### config.mk
export PLATFORM = sky130hd
export DESIGN_NAME = id_stage_pipe
export DESIGN_NICKNAME = d
export VERILOG_FILES = /design/src/rtl/id_stage_pipe.sv
export SDC_FILE = /design/constraint.sdc
export NUM_CORES = 2
export LEC_CHECK = 0
export BUFFER_PORTS_ARGS = -buffer_cell sky130_fd_sc_hd__buf_2
export CAP_MARGIN = 20
export CELL_PAD_IN_SITES_DETAIL_PLACEMENT = 0
export CELL_PAD_IN_SITES_GLOBAL_PLACEMENT = 2
export CORE_MARGIN = 5
export CORE_UTILIZATION = 41
export DETAILED_ROUTE_END_ITERATION = 6
export PLACE_DENSITY = 0.8
export SYNTH_ARGS = -nofsm -noshare
export SYNTH_HDL_FRONTEND = slang
export SYNTH_SLANG_ARGS = --single-unit
### constraint.sdc
create_clock -name clk -period 2.5 [get_ports clk]
set_clock_uncertainty 0.05 [all_clocks]
set_input_delay 0.5 -clock clk [delete_from_list [all_inputs] [get_ports clk]]
set_output_delay 0.5 -clock clk [all_outputs]
set_load 0.03 [all_outputs]
### src/rtl/id_stage_pipe.sv
// id_stage_pipe
// Decode stage of the pipelined ARM core. It contains:
//   - an IF/ID register with a valid/ready handshake
//   - an NREG-entry register file with a writeback bypass. Reads of PC_REG
//     return id_pc + PC_OFFSET.
//   - immediate extension
//   - an ID/EX output register with a valid/ready handshake
// The instruction decoder is external and combinational. It looks at id_instr
// and returns regsrc/immsrc in the same cycle.
//
// Ports:
//   clk, reset             clock; asynchronous active-low reset
//   in_valid/in_ready      fetch handshake
//   in_instr/in_pc         fetched instruction and its address
//   flush                  kills the instructions in ID and ID/EX (branch taken)
//   id_instr               instruction held in ID, sent to the decoder
//   regsrc/immsrc          decoder select lines
//   wb_we/wb_addr/wb_data  register-file writeback port
//   out_valid/out_ready    execute handshake
//   out_instr/out_pc       registered instruction and PC
//   out_srca/out_srcb      registered operands
//   out_imm                registered extended immediate
module id_stage_pipe #(
  parameter int DW        = 32,
  parameter int NREG      = 16,
  parameter int AW        = $clog2(NREG),
  parameter int PC_REG    = 15,
  parameter int PC_OFFSET = 8
) (
  input  logic          clk,
  input  logic          reset,
  input  logic          in_valid,
  output logic          in_ready,
  input  logic [31:0]   in_instr,
  input  logic [DW-1:0] in_pc,
  input  logic          flush,
  output logic [31:0]   id_instr,
  input  logic [1:0]    regsrc,
  input  logic [1:0]    immsrc,
  input  logic          wb_we,
  input  logic [AW-1:0] wb_addr,
  input  logic [DW-1:0] wb_data,
  output logic          out_valid,
  input  logic          out_ready,
  output logic [31:0]   out_instr,
  output logic [DW-1:0] out_pc,
  output logic [DW-1:0] out_srca,
  output logic [DW-1:0] out_srcb,
  output logic [DW-1:0] out_imm
);

  localparam logic [AW-1:0] PC_IDX = AW'(PC_REG);
  localparam logic [DW-1:0] PC_ADD = DW'(PC_OFFSET);

  logic          id_valid;
  logic [DW-1:0] id_pc;
  logic [DW-1:0] rf [NREG];

  logic          advance;
  logic          in_fire;
  logic [AW-1:0] ra1;
  logic [AW-1:0] ra2;
  logic [DW-1:0] pc_read;
  logic [DW-1:0] rd1;
  logic [DW-1:0] rd2;
  logic [DW-1:0] imm_ext;

  // ID/EX can take new data when it is empty or when its current contents
  // leave this cycle.
  assign advance  = !out_valid || out_ready;
  assign in_ready = !id_valid || advance;
  assign in_fire  = in_valid && in_ready;

  assign ra1 = regsrc[0] ? PC_IDX : AW'(id_instr[19:16]);
  assign ra2 = regsrc[1] ? AW'(id_instr[15:12]) : AW'(id_instr[3:0]);

  assign pc_read = id_pc + PC_ADD;

  // The reads are combinational from the ID contents. A write that lands
  // while ID is stalled is therefore seen before the instruction moves on.
  always_comb begin
    rd1 = rf[ra1];
    if (ra1 == PC_IDX) begin
      rd1 = pc_read;
    end else if (wb_we && (wb_addr == ra1)) begin
      rd1 = wb_data;
    end
  end

  always_comb begin
    rd2 = rf[ra2];
    if (ra2 == PC_IDX) begin
      rd2 = pc_read;
    end else if (wb_we && (wb_addr == ra2)) begin
      rd2 = wb_data;
    end
  end

  always_comb begin
    imm_ext = '0;
    unique case (immsrc)
      2'b00: imm_ext = DW'(id_instr[7:0]);
      2'b01: imm_ext = DW'(id_instr[11:0]);
      2'b10: imm_ext = {{(DW-26){id_instr[23]}}, id_instr[23:0], 2'b00};
      default: imm_ext = '0;
    endcase
  end

  // IF/ID register
  always_ff @(posedge clk or negedge reset) begin
    if (!reset) begin
      id_valid <= 1'b0;
      id_instr <= '0;
      id_pc    <= '0;
    end else if (flush) begin
      id_valid <= 1'b0;
    end else if (in_fire) begin
      id_valid <= 1'b1;
      id_instr <= in_instr;
      id_pc    <= in_pc;
    end else if (advance) begin
      id_valid <= 1'b0;
    end
  end

  // ID/EX register. When flush is high the data may still load, but
  // out_valid is cleared, so that data is never used.
  always_ff @(posedge clk or negedge reset) begin
    if (!reset) begin
      out_valid <= 1'b0;
      out_instr <= '0;
      out_pc    <= '0;
      out_srca  <= '0;
      out_srcb  <= '0;
      out_imm   <= '0;
    end else begin
      if (flush) begin
        out_valid <= 1'b0;
      end else if (advance) begin
        out_valid <= id_valid;
      end
      if (advance) begin
        out_instr <= id_instr;
        out_pc    <= id_pc;
        out_srca  <= rd1;
        out_srcb  <= rd2;
        out_imm   <= imm_ext;
      end
    end
  end

  // Register file. PC_REG has no storage behind it: reads of PC_REG take the
  // PC path above, so writes to it are dropped.
  always_ff @(posedge clk or negedge reset) begin
    if (!reset) begin
      for (int i = 0; i < NREG; i++) begin
        rf[i] <= '0;
      end
    end else if (wb_we && (wb_addr != PC_IDX)) begin
      rf[wb_addr] <= wb_data;
    end
  end

endmodule

Yosys cells after proc, flatten, opt, wreduce, memory -nomap -nowiden
Index checks and enable logic that the tools add are counted.
{"block": "totals", "ff_bits": 738, "inputBits": 110, "word_cells": 75}
{"block": "op_classes", "addsub": 1, "magnitude_cmp": 4, "n_eq_ne": 7, "muxes": 21, "bitwise": 4, "reduce_logical": 13}
{"op": "$bwmux 512", "n": 1}
{"op": "$mux 32", "n": 9}
{"op": "$bmux 32 s4", "n": 2}
{"op": "$demux 32 s4", "n": 1}
{"op": "$pmux 32 s3", "n": 1}
{"op": "$add 32x4->32 const B", "n": 1}
{"op": "$ge 5x5->1 const B", "n": 3}
{"op": "$not 4->5", "n": 3}
{"op": "$eq 4x4->1", "n": 2}
{"op": "$eq 4x4->1 const B", "n": 2}
{"op": "$mux 4", "n": 2}
{"op": "$logic_and 1x1->1", "n": 5}
{"op": "$lt 5x1->1 const B", "n": 1}
{"op": "$mux 1", "n": 5}
{"op": "$ne 4x4->1 const B", "n": 1}
{"op": "$reduce_bool 3->1", "n": 1}
{"op": "$eq 2x1->1 const B", "n": 1}
{"op": "$eq 2x2->1 const B", "n": 1}
{"op": "$logic_not 1->1", "n": 2}
{"op": "$logic_not 2->1", "n": 1}
{"op": "$logic_or 1x1->1", "n": 2}
{"op": "$reduce_and 2->1", "n": 1}
{"op": "$reduce_bool 2->1", "n": 1}
{"op": "$not 1->1", "n": 1}

Longest topological paths before layout
{"block": "depth", "depth_word": 7, "mapped_depth": 10, "mapped_depth_nobuf": 7}

Worst setup path after synthesis
No wires, ideal clock.
{"block": "synth_timing", "kind": "input to register", "startpoint": "input port regsrc[1]", "endpoint": "register out_srcb[6]", "setup_ps": 139, "arrival_time_ps": 2319, "required_ps": 2311, "slack_ps": -8, "cell_stages": 7, "path_buffers": 3, "cell_sequence": "buf_6 mux2i_4 buf_6 buf_4 mux4_2 a221oi_1 a22oi_1"}
{"block": "synth_between", "elab_chain_len": 7, "word_cells_on_any_way": 10, "cone_classes": "eq/ne (2); mux (6); bitwise (1); reduce/logical (1)"}
{"item": "from (decl)", "line": "38", "source": "input logic [1:0] regsrc,"}
{"item": "$mux 4 *", "line": "75", "source": "assign ra2 = regsrc[1] ? AW'(id_instr[15:12]) : AW'(id_instr[3:0]);"}
{"item": "$not 4->5 (implied by the code)", "line": "91", "source": "rd2 = rf[ra2];"}
{"item": "$bmux 32 s4", "line": "91"}
{"item": "$mux 32 (implied by the code) (2 in a row)", "line": "91"}
{"item": "$mux 32", "line": "94", "source": "end else if (wb_we && (wb_addr == ra2)) begin"}
{"item": "$mux 32 *", "line": "92", "source": "if (ra2 == PC_IDX) begin"}
{"item": "to (signal assigned)", "line": "146", "source": "out_srcb <= rd2;"}
{"item": "to (decl)", "line": "48", "source": "output logic [DW-1:0] out_srcb,"}
Mark *: on every way between the ends. The rest lies on a longest branch, timed or not. The select of a mux whose other input is x is not followed.
A chain may end at the register's enable or synchronous reset.

Final worst setup path
{"block": "layout_timing", "startpoint": "register id_instr[16]", "endpoint": "register out_srca[11]"}
{"block": "layout_between", "elab_chain_len": 7, "word_cells_on_any_way": 10, "cone_classes": "eq/ne (2); mux (6); bitwise (1); reduce/logical (1)"}
{"item": "from (decl)", "line": "37", "source": "output logic [31:0] id_instr,"}
{"item": "from (signal assigned)", "line": "119", "source": "id_instr <= in_instr;"}
{"item": "$mux 4 *", "line": "74", "source": "assign ra1 = regsrc[0] ? PC_IDX : AW'(id_instr[19:16]);"}
{"item": "$not 4->5 (implied by the code)", "line": "82", "source": "rd1 = rf[ra1];"}
{"item": "$bmux 32 s4", "line": "82"}
{"item": "$mux 32 (implied by the code) (2 in a row)", "line": "82"}
{"item": "$mux 32", "line": "85", "source": "end else if (wb_we && (wb_addr == ra1)) begin"}
{"item": "$mux 32 *", "line": "83", "source": "if (ra1 == PC_IDX) begin"}
{"item": "to (signal assigned)", "line": "145", "source": "out_srca <= rd1;"}
{"item": "to (decl)", "line": "47", "source": "output logic [DW-1:0] out_srca,"}
Marks and branches as above.

==> results.md <==
- IO Port Bufs: approximately 300
- Initial Util: 0.415
- Worst Tran Pin Value: 0.760 ns
- Syn_nets: about 3300
- Initial antenna violation count: 14
- Gate power share: 0.304
- Grt ovf: 0
- Die Span X: ~310 µm
- Psw: approximately 14 mW
- Delay-heaviest family, CP: compound AO/OA/AOI/OAI gates
- Via count: 30600
- CTS root buf: clkbuf_16
- Num CTS Buffers: 80
- Vias in the first global route: between 30000 and 40000
- Syn avg cell area: 11.8 µm²
- First-pass GRT wire length: around 210 mm
- # clock sinks: ~730
- Peak supply drop: slightly above 0.5 mV
- Crit path DAT: 2.94 ns
- Post-synth EDFFs: 0
- Internal power: around 27 mW
- Drt via density: between 6 and 7
- Cell area after synthesis: 37500 µm²
- Synth cell types: 84
- Number of synthesis warnings: 0
- CP endpoint kind: flip-flop
- # fillers: 7896
- Reg power frac: 0.405
- RSZ-0062 raised after global routing: yes
- Synth Flop Type: dfrtp_1
- Flip-flop and latch count after synthesis: roughly 730
- Initial drt markers: about 3700
- Max incr delay on CP: between 0.5 and 0.6 ns
- DP HPWL: approximately 96 mm
- Reg clk slew, reported paths: about 0.060 ns
- ANT nets after route: 0
- Fin crit share: 0.996
- CP required: between 2 and 3 ns
- Syn Inst Count: about 3200
- Status: finished clean
- Power density over the cells: 909 nW/µm²
- Die Ht: 312 µm
- Layout overhead on the synthesized area: 22.3%
- Final Power: 41.6 mW
- Worst slack at placement: -0.406 ns
- Fin nets: around 3700
- Core ar.: 90300 µm²
- DRT Wirelength: about 140 mm
- Highest attainable clock frequency: around 400 MHz
- Routed len/inst: ~30 µm
- Finished Core Util: 0.507
- TritonCTS clock tree: done
- Pleak: ~20 nW
- Register area: roughly 18000 µm²
- Max Cap Viol: 0
- Sequential share of the synthesized area: 0.489
- Slew margin rel.: 0.490
- Finished Layout Cells: 4813
- Hold Violations, Final: 0
- Switch share: 0.346
- Kind of critical path: reg -> reg
- IO Count: around 300
- Slowest cell on crit path: dfrtp_4
- Htree depth: 3
- Setup WS post-layout: approximately 0.0096 ns
- Dpl cells: 4642
- DRC errors left: 0
- GRT Total Usage: 0.287
- Largest net degree at the start of global routing: just under 90
- Final Slew Violations: 0
- Setup crit start kind: flip-flop
- Clock latency on the worst-skew pair: 0.65 ns
- Share of synthesized registers carrying an async set or reset: 1.00
- RD Place Congestion: about 0.9
- Layout cell share with drive strength beyond 1: 0.415
- Clock network power share: 0.291
- DIE AREA: a little under 100000 µm²
- Tmin final: approximately 2.5 ns
- Buffers and inverters on the worst path: 4
- CTS max path bufs: 3
- Multi-input combinational cell area: roughly 18000 µm²
- Final setup viols: 0
- Worst min-delay path class: in -> reg
- Crit-path cells: nor2_4, buf_12, buf_12, buf_6, mux2i_1, o221ai_1, a311oi_2, buf_4, o221ai_1
- Rows: 110
- Drt pass-1 iters: 6
- Crit-path max FO: 9
state kept, by name, indices dropped and copies added (netlist names):
signal / flops
id_instr: 32
id_pc: 32
id_valid: 1
out_imm: 26
out_instr: 32
out_pc: 32
out_srca: 32
out_srcb: 32
out_valid: 1
rf: 512
repair_timing:
action	in CTS	in global routing
endpoints found under the setup margin	24	42
gates resized for setup	13	43
pin swaps	2	6
setup buffers	6	11
hold buffers	4	0
gates cloned	1	2
hold endpoints to repair	34	0
synthesized netlist by cell type, types with 5 or more instances:
library cell / n / area share
nand3b_1: 6 / 0.0012
buf_1: 33 / 0.0033
a221o_1: 6 / 0.0016
o22ai_1: 44 / 0.0073
nor4_1: 6 / 0.0010
buf_2: 63 / 0.0084
a21oi_1: 52 / 0.0069
nor3_1: 26 / 0.0035
mux2_1: 8 / 0.0024
o221ai_1: 41 / 0.0096
and2_1: 16 / 0.0027
a22oi_1: 53 / 0.011
mux4_2: 95 / 0.057
xor2_1: 9 / 0.0021
o211ai_1: 8 / 0.0016
nand2b_1: 5 / 0.00084
nor3b_1: 5 / 0.0010
or3_1: 10 / 0.0017
mux2i_1: 114 / 0.030
nand4_1: 10 / 0.0017
a221oi_1: 73 / 0.017
xnor2_1: 23 / 0.0054
o21ai_1: 7 / 0.00094
clkbuf_1: 211 / 0.021
a211oi_1: 89 / 0.018
a311oi_1: 59 / 0.014
o311ai_0: 6 / 0.0014
nand2_1: 359 / 0.036
and3_1: 12 / 0.0020
o32a_1: 5 / 0.0013
and4_1: 6 / 0.0014
a21o_1: 6 / 0.0012
inv_1: 10 / 0.0010
nor2b_1: 67 / 0.011
o31ai_1: 9 / 0.0018
nand3_1: 27 / 0.0036
o211a_1: 7 / 0.0019
a22o_1: 27 / 0.0063
mux2_2: 555 / 0.17
a211o_1: 5 / 0.0012
dfrtp_1: 732 / 0.49
o21ai_0: 72 / 0.0096
buf_6: 12 / 0.0036
buf_4: 11 / 0.0022
nor2_1: 100 / 0.010
through the flow:
step           TNS [ns]  instance area [µm²]  hold WS, ns
2_1_floorplan         0                37500        0.154
3_3_place_gp      -9.10                42600        0.330
3_5_place_dp     -10.39                42600        0.337
4_1_cts               0                45500     0.000375
5_1_grt          -0.133                45800       0.0160
6_report              0                45800       0.0338
kinds of logic (layout without fill, tap and decap cells):
family,after synthesis,count (layout),share of synthesized area
DFF,732,732,0.489
buffers and inverters,344,812,0.0408
and+or+nand+nor,670,670,0.0813
AOI/OAI and AO/OA,611,611,0.122
xor gates and xnor gates,32,32,0.00748
muxes,775,775,0.259
other,0,4,0
adders and majority gates,1,1,0.000334
worst paths after layout:
| check | slack [ns] | to | depth (start not counted) | start |
|---|---|---|---|---|
| max in group asynchronous | 1.11 | rf[442]$_DFFE_PN0P_ | 4 | reset |
| min in group asynchronous | 0.34 | id_instr[31]$_DFFE_PN0P_ | 2 | reset |
| worst max register to register | 0.01 | out_srca[11]$_DFFE_PN0P_ | 9 | id_instr[16]$_DFFE_PN0P_ |
| worst min register to register | 0.35 | rf[15]$_DFFE_PN0P_ | 0 | rf[15]$_DFFE_PN0P_ |
| worst max-delay path | 0.01 | out_srca[11]$_DFFE_PN0P_ | 9 | id_instr[16]$_DFFE_PN0P_ |
| worst min-delay path | 0.03 | id_instr[14]$_DFFE_PN0P_ | 2 | in_instr[14] |
placed cells by master (no fill, tap or decap), types with 50 or more instances in the layout:
cell type and n:
o21ai_0 68, a311oi_1 50, mux2_2 555, nor2_1 86, buf_2 302, mux4_2 95
a22oi_1 50, a221oi_1 71, nor2b_1 66, nand2_1 358, buf_4 258, mux2i_1 114
clkbuf_16 83, buf_12 81, a211oi_1 86, dfrtp_1 729
power by group through the flow:
stage	combinational [mW]	sequential (mW)	clock, mW
6_report	12.7	16.9	12.1
5_1_grt	13.4	17.1	12.8
4_1_cts	12.3	16.7	12.3
3_5_place_dp	12.2	16.9	0
3_3_place_gp	11.9	16.8	0
2_1_floorplan	6.56	17.2	0
metal layers:
| metal | vias up | GRT usage | routed length (µm) |
|---|---|---|---|
| li1 | 12600 | - | - |
| met1 | 15800 | 0.391 | 59200 |
| met2 | 1733 | 0.447 | 65400 |
| met3 | 407 | 0.0682 | 13700 |
| met4 | 12 | 0.110 | 5870 |
| met5 | - | 0 | 84 |
layout make-up:
cell class / instances / area share
Multi-Input combinational cell: 2089 / 0.393
Clock inverter: 31 / 0.00842
Clock buffer: 112 / 0.0492
Sequential cell: 732 / 0.400
Inverter: 12 / 0.000984
Timing Repair Buffer: 657 / 0.116
Antenna cell: 4 / 0.000219
Tap cell: 1176 / 0.0321
No activity file was read; power rests on OpenSTA's default activity.
